### src/rtl/serial_adder_if.sv
// Operand/result bundle for serial_adder; the adder takes the slave side.
// With SERIAL_ADDER_SUB_EN defined the bundle also carries the subtract request.
interface serial_adder_if #(
  parameter int WIDTH = 8
);

  logic             start;
  logic [WIDTH-1:0] a;
  logic [WIDTH-1:0] b;
  logic             cin;
`ifdef SERIAL_ADDER_SUB_EN
  logic             sub;
`endif
  logic             busy;
  logic             done;
  logic [WIDTH-1:0] sum;
  logic             cout;
  logic             ovf;

`ifdef SERIAL_ADDER_SUB_EN
  modport master (
    output start, a, b, cin, sub,
    input  busy, done, sum, cout, ovf
  );

  modport slave (
    input  start, a, b, cin, sub,
    output busy, done, sum, cout, ovf
  );
`else
  modport master (
    output start, a, b, cin,
    input  busy, done, sum, cout, ovf
  );

  modport slave (
    input  start, a, b, cin,
    output busy, done, sum, cout, ovf
  );
`endif

endinterface

### src/rtl/serial_adder.sv
// Bit-serial adder: one full-adder cell and a carry flop, LSB first, WIDTH clocks per operation.
// Optional build macro SERIAL_ADDER_SUB_EN adds a subtract mode (a - b via ~b and carry-in of 1).
module serial_adder #(
  parameter int WIDTH = 8
) (
  input  logic             clk,
  input  logic             rst_n,
  serial_adder_if.slave    io_bus
);

  localparam int              CW       = (WIDTH > 1) ? $clog2(WIDTH) : 1;
  localparam logic [CW-1:0]   LAST_BIT = CW'(WIDTH - 1);

  typedef enum logic {
    IDLE = 1'b0,
    RUN  = 1'b1
  } state_t;

  state_t           r_state;
  state_t           w_stateNext;

  logic [WIDTH-1:0] r_aSh;
  logic [WIDTH-1:0] r_bSh;
  logic [WIDTH-2:0] r_acc;
  logic             r_carry;
  logic [CW-1:0]    r_count;
  logic [WIDTH-1:0] r_sum;
  logic             r_cout;
  logic             r_ovf;
  logic             r_done;

  logic             w_load;
  logic             w_step;
  logic             w_finish;
  logic             w_s;
  logic             w_carryNext;
  logic [WIDTH-1:0] w_sumFull;
  logic [WIDTH-1:0] w_bLoad;
  logic             w_carryLoad;

`ifdef SERIAL_ADDER_SUB_EN
  assign w_bLoad     = io_bus.sub ? ~io_bus.b : io_bus.b;
  assign w_carryLoad = io_bus.sub ? 1'b1 : io_bus.cin;
`else
  assign w_bLoad     = io_bus.b;
  assign w_carryLoad = io_bus.cin;
`endif

  // The accumulator holds only WIDTH-1 bits; the last sum bit is folded in directly from the cell.
  assign w_s         = r_aSh[0] ^ r_bSh[0] ^ r_carry;
  assign w_carryNext = (r_aSh[0] & r_bSh[0]) | (r_aSh[0] & r_carry) | (r_bSh[0] & r_carry);
  assign w_sumFull   = {w_s, r_acc};

  always_comb begin
    w_stateNext = r_state;
    w_load      = 1'b0;
    w_step      = 1'b0;
    w_finish    = 1'b0;
    case (r_state)
      IDLE: begin
        if (io_bus.start) begin
          w_load      = 1'b1;
          w_stateNext = RUN;
        end
      end
      RUN: begin
        w_step = 1'b1;
        if (r_count == LAST_BIT) begin
          w_finish    = 1'b1;
          w_stateNext = IDLE;
        end
      end
      default: begin
        w_stateNext = IDLE;
      end
    endcase
  end

  always_ff @(posedge clk) begin
    if (!rst_n) begin
      r_state <= IDLE;
    end else begin
      r_state <= w_stateNext;
    end
  end

  always_ff @(posedge clk) begin
    if (!rst_n) begin
      r_aSh   <= '0;
      r_bSh   <= '0;
      r_acc   <= '0;
      r_carry <= 1'b0;
      r_count <= '0;
      r_sum   <= '0;
      r_cout  <= 1'b0;
      r_ovf   <= 1'b0;
      r_done  <= 1'b0;
    end else begin
      r_done <= 1'b0;
      if (w_load) begin
        r_aSh   <= io_bus.a;
        r_bSh   <= w_bLoad;
        r_carry <= w_carryLoad;
        r_acc   <= '0;
        r_count <= '0;
      end else if (w_step) begin
        r_aSh   <= r_aSh >> 1;
        r_bSh   <= r_bSh >> 1;
        r_carry <= w_carryNext;
        r_acc   <= w_sumFull[WIDTH-1:1];
        r_count <= r_count + CW'(1);
        // On the MSB step r_carry is still the carry into the MSB, which is what overflow needs.
        if (w_finish) begin
          r_sum  <= w_sumFull;
          r_cout <= w_carryNext;
          r_ovf  <= r_carry ^ w_carryNext;
          r_done <= 1'b1;
        end
      end
    end
  end

  assign io_bus.busy = (r_state == RUN);
  assign io_bus.done = r_done;
  assign io_bus.sum  = r_sum;
  assign io_bus.cout = r_cout;
  assign io_bus.ovf  = r_ovf;

endmodule

### src/flat_wrapper.sv
// flat-port wrapper written by rule: the top's interface ports become plain ports
module serial_adder_flat 
#(
  parameter int WIDTH = 8
)
  (clk, rst_n, io_bus_start, io_bus_a, io_bus_b, io_bus_cin, io_bus_busy, io_bus_done, io_bus_sum, io_bus_cout, io_bus_ovf);
  serial_adder_if #(.WIDTH(WIDTH)) io_bus_i ();
  input  logic clk;
  input  logic rst_n;
  input wire logic [$bits(io_bus_i.start)-1:0] io_bus_start;
  input wire logic [$bits(io_bus_i.a)-1:0] io_bus_a;
  input wire logic [$bits(io_bus_i.b)-1:0] io_bus_b;
  input wire logic [$bits(io_bus_i.cin)-1:0] io_bus_cin;
  output wire logic [$bits(io_bus_i.busy)-1:0] io_bus_busy;
  output wire logic [$bits(io_bus_i.done)-1:0] io_bus_done;
  output wire logic [$bits(io_bus_i.sum)-1:0] io_bus_sum;
  output wire logic [$bits(io_bus_i.cout)-1:0] io_bus_cout;
  output wire logic [$bits(io_bus_i.ovf)-1:0] io_bus_ovf;
  assign io_bus_i.start = io_bus_start;
  assign io_bus_i.a = io_bus_a;
  assign io_bus_i.b = io_bus_b;
  assign io_bus_i.cin = io_bus_cin;
  assign io_bus_busy = io_bus_i.busy;
  assign io_bus_done = io_bus_i.done;
  assign io_bus_sum = io_bus_i.sum;
  assign io_bus_cout = io_bus_i.cout;
  assign io_bus_ovf = io_bus_i.ovf;
  serial_adder #(.WIDTH(WIDTH)) u_core (.clk(clk), .rst_n(rst_n), .io_bus(io_bus_i));
endmodule
### config.mk
export PLATFORM = sky130hd
export DESIGN_NAME = serial_adder_flat
export DESIGN_NICKNAME = d
export VERILOG_FILES = /design/src/rtl/serial_adder_if.sv /design/src/rtl/serial_adder.sv /design/src/flat_wrapper.sv
export SDC_FILE = /design/constraint.sdc
export NUM_CORES = 1
export LEC_CHECK = 0
export ABC_AREA = 1
export BUFFER_PORTS_ARGS = -buffer_cell sky130_fd_sc_hd__buf_2
export CORE_MARGIN = 1.5
export CORE_UTILIZATION = 45
export DETAILED_ROUTE_END_ITERATION = 8
export PLACE_DENSITY = 0.67
export SETUP_SLACK_MARGIN = 0.1
export SYNTH_ARGS = -nofsm -noshare
export SYNTH_HDL_FRONTEND = slang
export SYNTH_SLANG_ARGS = --single-unit
### constraint.sdc
create_clock -name clk -period 1.4 [get_ports clk]
set_input_delay 0.42 -clock clk [delete_from_list [all_inputs] [get_ports clk]]
set_output_delay 0.42 -clock clk [all_outputs]
set_load 0.05 [all_outputs]
Yosys cells after proc, flatten, opt, wreduce, memory -nomap -nowiden
Cells that the tools add are included.
{ "op_classes": {"n_addsub": 1, "mul": 0, "div_mod_pow": 0, "n_lt_le_gt_ge": 0, "n_eq_ne": 1, "n_shift": 0, "n_mux": 14, "bitwise": 12, "reduce_logical": 4} }
{ "ops": {"columns": ["cell", "count"], "rows": [
  ["$mux W8", 4],
  ["$mux W1", 9],
  ["$not A1 Y1", 4],
  ["$add A3 B1 Y3 const B", 1],
  ["$and A1 B1 Y1", 3],
  ["$eq A3 B3 Y1 const B", 1],
  ["$reduce_and A3 Y1", 1],
  ["$reduce_or A3 Y1", 1],
  ["$xor A1 B1 Y1", 3],
  ["$or A1 B1 Y1", 2],
  ["$pmux W1 S2", 1],
  ["$reduce_bool A2 Y1", 1],
  ["$reduce_or A2 Y1", 1]
]} }
{ "word_totals": {"regBits": 39, "latch_bits": 0, "ramBits": 0, "romBits": 0, "inputBits": 20, "output_inout_bits": 12, "wordCells": 42, "memories": 0} }

Longest topological paths before layout
{ "logic_depth": {"depth_word": 5, "ltp_mapped": 8, "depth_no_buf": 8} }

Worst setup path after synthesis
No wires, ideal clock.
{ "synth_path": {"path_kind": "register -> register", "start": "register u_core.r_state, in the netlist u_core.io_bus.busy", "end": "register u_core.r_bSh[3]", "setup_ns": 0.109, "arrival_time_ns": 1.331, "t_required_ns": 1.291, "slack_ns": -0.040, "path_stages_with_launch": 7, "path_buffers": 1, "synth_period_minus_slack_ns": 1.440, "path_cell_list": "dfxtp_1 inv_1 clkbuf_8 nand3_1 nand3_1 nand2_1 inv_1"} }
{ "synth_between": {"elab_chain_cells": 2, "word_cells_on_any_way": 4, "cone_classes": "3 x mux; 1 x reduce/logical"} }
{ "synth_rtl": {"columns": ["element", "line", "text"], "rows": [
  ["from (decl)", "serial_adder.sv:19", "state_t r_state;"],
  ["from (signal assigned)", "serial_adder.sv:83", "r_state <= w_stateNext;"],
  ["$mux W1", "serial_adder.sv:59", "case (r_state)"],
  ["$mux W8 or $reduce_bool A2 Y1 (tied branches)", null, null],
  ["to (signal assigned)", "serial_adder.sv:102", "r_bSh <= w_bLoad;"],
  ["to (signal assigned)", "serial_adder.sv:108", "r_bSh <= r_bSh >> 1;"],
  ["to (decl)", "serial_adder.sv:23", "logic [WIDTH-1:0] r_bSh;"]
]} }
Several ways; a longest one is shown, not always the timed one.
A chain may end at the register's enable or synchronous reset.

Worst setup path in the final report
{ "layout_path": {"start": "register u_core.r_state, in the netlist u_core.io_bus.busy", "end": "output io_bus_busy"} }
{ "layout_lines": {"columns": ["element", "line", "text"], "rows": [
  ["to (decl)", "flat_wrapper.sv:14", "output wire logic [$bits(io_bus_i.busy)-1:0] io_bus_busy;"]
]} }
No word-level cell between the ends.

==> impl_results.md <==
- Largest cells by area after synthesis: dfxtp_1, nand2_1, nand3_1
- Clk sinks: 39
- CP max stage cell: dfxtp_4
- Rows: 22
- Critical path class: flop to primary output
- Initial antenna violation count: 0
- Worst r2r src: u_core.r_count[0]
- Multi-input logic area: 716.9 um^2
- Unrepaired setup endpoints after global routing: yes
- Critical Path, Cell by Cell: buf_6
- Worst Setup End Kind: primary output
- Num CTS Buffers: 5
- Die W: 64.11 um
- Final setup viols: 0
- Cell taking the most area after synthesis: dfxtp_1
- Register area: 784.5 um^2
- Post-Route WL: ~3200 um
- Post-synth EDFFs: 0
- Buffers and inverters on the worst path: 1
- H-tree depth: 2
- Pin count of the biggest net entering global routing: 25
- Post-synthesis cell type count: 21
- Via/cell ratio: 4.679
- I/O pin count: 32
- Synth-to-layout area growth: 19.06%
- Cell-internal power: 1.588 mW
- Syn_nets: 242
- P_sw: approximately 550 uW
- Most used flip-flop cell after synthesis: dfxtp_1
- Seq cells post-synth: 39
- Clock Pin Slew Worst Setup and Hold Paths: around 0.07 ns
- Setup Skew: approximately 0.0085 ns
- Reg2Reg Depth: 7
- DRT antenna net count: 0
- Hold path cells: 3
- Initial cell density of the core: between 40% and 50%
- Period utilization: around 91%
- I/O Buffers: 31
- Final HPWL from detailed placement: 2194 um
- Fill count: 359
- Cell with the most instances after synthesis: nand2_1
- Yosys top cell area share: 46.46%
- CP required: 0.98 ns
- F_max: 789.1 MHz
- Slowest cell delay on critical path: 0.39 ns
- WL/cell: 10.62 um
- Post-synth ARST share: 0%
- Sequential fraction of the synthesis area: a little under half
- Inst Count DP: 296
- CTS tree: yes
- Static Leakage: approximately 1.0 nW
- DRC errors left: 0
- Number of synthesis warnings: 0
- Number of global-route vias before repair: 1,322
- Hold Fails Final Rpt: 0
- Crit path max fanout: 5
- Clock power frac: 34.6%
- Pwr/cell area: 1070 nW/um^2
- Crit start category: flop
- Hold Slack: 0.3679 ns
- Drt first pass iters: 4
- Routed via count: 1,427
- Status: complete, no violations
- Die H: 64.11 um
- R2R Setup Slk: 0.18 ns
- TNS Setup: 0 ns
- Worst vdd ir: 677.2 uV
- GRT Overall Usage: between 15 and 20%
- Max Cap Viol: 0
- Slew @ Worst Pin: approximately 0.38 ns
- CP delay by family, top: flip-flops
- Sequential share of power: 54.5%
- Share of cells above drive strength 1: about a quarter
- Gp weighted congestion: 0.7065
- Rel. slew slack: 74.59%
- Clock Path Buffers: 2
- Reg-to-reg endpoint: u_core.io_bus.sum[2]
- Worst hold path class: input port to flop
- CTS root buf: clkbuf_8
- Synth Cell Area: 1680 um^2
- Max Slew Vio Count: 0
- Total grt overflow: 0
- Gate power share: 10.9%
- NumNets Final: about 280
- Non-filler cells in the finished layout: 305
- Initial DRC count: 65
- Sw Share: 25.80%
- Ant. Diodes: 0
- Commonest cells post-synth: nand2_1, dfxtp_1, nand3_1
- Core area: 3633 um^2
- Crit path DAT: 0.85 ns
- Hold_sp: io_bus_a[7]
- Worst skew pair latency: 0.30 ns
- Die area: 4109 um^2
- Hold endpoint: u_core.r_aSh[7]
- Syn_area_per_cell: about 7.7 um^2
- First-pass GRT wire length: 5692 um
- Post-Synthesis Cells: 219
- Post-route minimum period: 1.267 ns
- Design Power: between 2 and 2.5 mW
metal layers:
metal  share of wire (%)  routed length [um]  GRT usage, %  vias up
li1                    -                   -             -      757
met1                  46                1504         21.69      632
met2                  46                1497         28.65       32
met3                 5.6                 180         7.746        6
met4                 1.7                  54         6.117        0
met5                   0                   0             0        -
flip-flops by register name (all words and copies together), names as in the netlist:
| name | flops |
|---|---|
| u_core.r_carry | 1 |
| u_core.io_bus.done | 1 |
| u_core.r_aSh | 8 |
| u_core.r_bSh | 8 |
| u_core.io_bus.ovf | 1 |
| u_core.io_bus.busy | 1 |
| u_core.io_bus.sum | 8 |
| u_core.io_bus.cout | 1 |
| u_core.r_count | 3 |
| u_core.r_acc | 7 |
what timing repair did:
action,4_1_cts,5_1_grt
gates cloned,1,0
pin swaps,1,0
resized for setup,12,7
setup endpoints to repair,19,34
buffers inserted,0,0
hold buffers,0,0
layout by cell type (no fill, tap or decap):
cell type | netlist | routed
nand2_1 | 93 | 93
dfxtp_1 | 39 | 38
nand3_1 | 30 | 30
buf_2 | 0 | 19
inv_1 | 18 | 17
buf_4 | 1 | 16
a21oi_1 | 11 | 11
clkbuf_8 | 2 | 5
nor2_4 | 2 | 3
clkinvlp_4 | 0 | 2
nand2_2 | 2 | 2
nand2_4 | 2 | 2
xnor2_1 | 2 | 2
buf_6 | 7 | 2
o21ai_2 | 1 | 1
nor2_1 | 1 | 1
inv_4 | 1 | 1
inv_8 | 0 | 1
nor2_2 | 1 | 1
o21ai_1 | 1 | 1
nor3_1 | 1 | 1
fa_1 | 1 | 1
ha_1 | 2 | 1
ha_2 | 0 | 1
clkinv_2 | 0 | 1
clkbuf_1 | 0 | 1
clkbuf_4 | 0 | 1
buf_12 | 0 | 1
dfxtp_4 | 0 | 1
power groups by stage:
stage / Sequential [mW] / Clock, mW / Combinational, mW
after floorplan: 1.20 / 0 / 0.171
after global placement: 1.19 / 0 / 0.229
after detailed placement: 1.19 / 0 / 0.230
after CTS: 1.17 / 0.763 / 0.235
after global routing: 1.17 / 0.817 / 0.266
final: 1.17 / 0.740 / 0.234
worst register-to-register path: cells and delay by family (launching register included):
family                   cells  cell delay [ns]
adder cells (fa/ha/maj)      2             0.39
buffers and inverters        1             0.06
AND/OR/NAND/NOR              4             0.41
flip-flops                   1             0.33
cell type report:
class	count	share of cell area, %
repair buffers	39	13.26
inverters	20	4.440
clock buffers	6	3.627
well taps	48	3.002
multi-input cells	151	35.83
flip-flops and latches	39	39.21
clock inverters	2	0.6254
worst max path at each step:
stage	cells after the start	to	startpoint	slack (ns)
after floorplan	6	u_core.r_bSh[3]	u_core.io_bus.busy	0.22
after global placement	7	u_core.io_bus.ovf	u_core.r_count[0]	0.14
after detailed placement	7	u_core.io_bus.sum[2]	u_core.r_count[0]	0.12
after CTS	5	u_core.r_aSh[4]	u_core.io_bus.busy	0.09
after global routing	5	u_core.r_aSh[1]	u_core.io_bus.busy	0.05
final	1	io_bus_busy	u_core.io_bus.busy	0.13
stage by stage:
stage	instance area, um^2	worst slack (ns)	util [%]
after detailed placement	1856	0.1165	51.07
final	2001	0.1328	55.06
after global routing	2001	0.05089	55.06
after global placement	1856	0.1425	51.07
after CTS	1979	0.09287	54.48
after floorplan	1682	0.2186	-
logic make-up (layout without fill, tap and decap cells):
family | Yosys count | in the layout | synth area share, %
AND/OR/NAND/NOR | 132 | 133 | 34.03
flip-flops | 39 | 39 | 46.46
buffers and inverters | 30 | 67 | 11.69
AO/OA/AOI/OAI | 13 | 13 | 4.095
adder cells (fa/ha/maj) | 3 | 3 | 2.680
XOR/XNOR | 2 | 2 | 1.043
No activity file was read; power rests on OpenSTA's default activity.
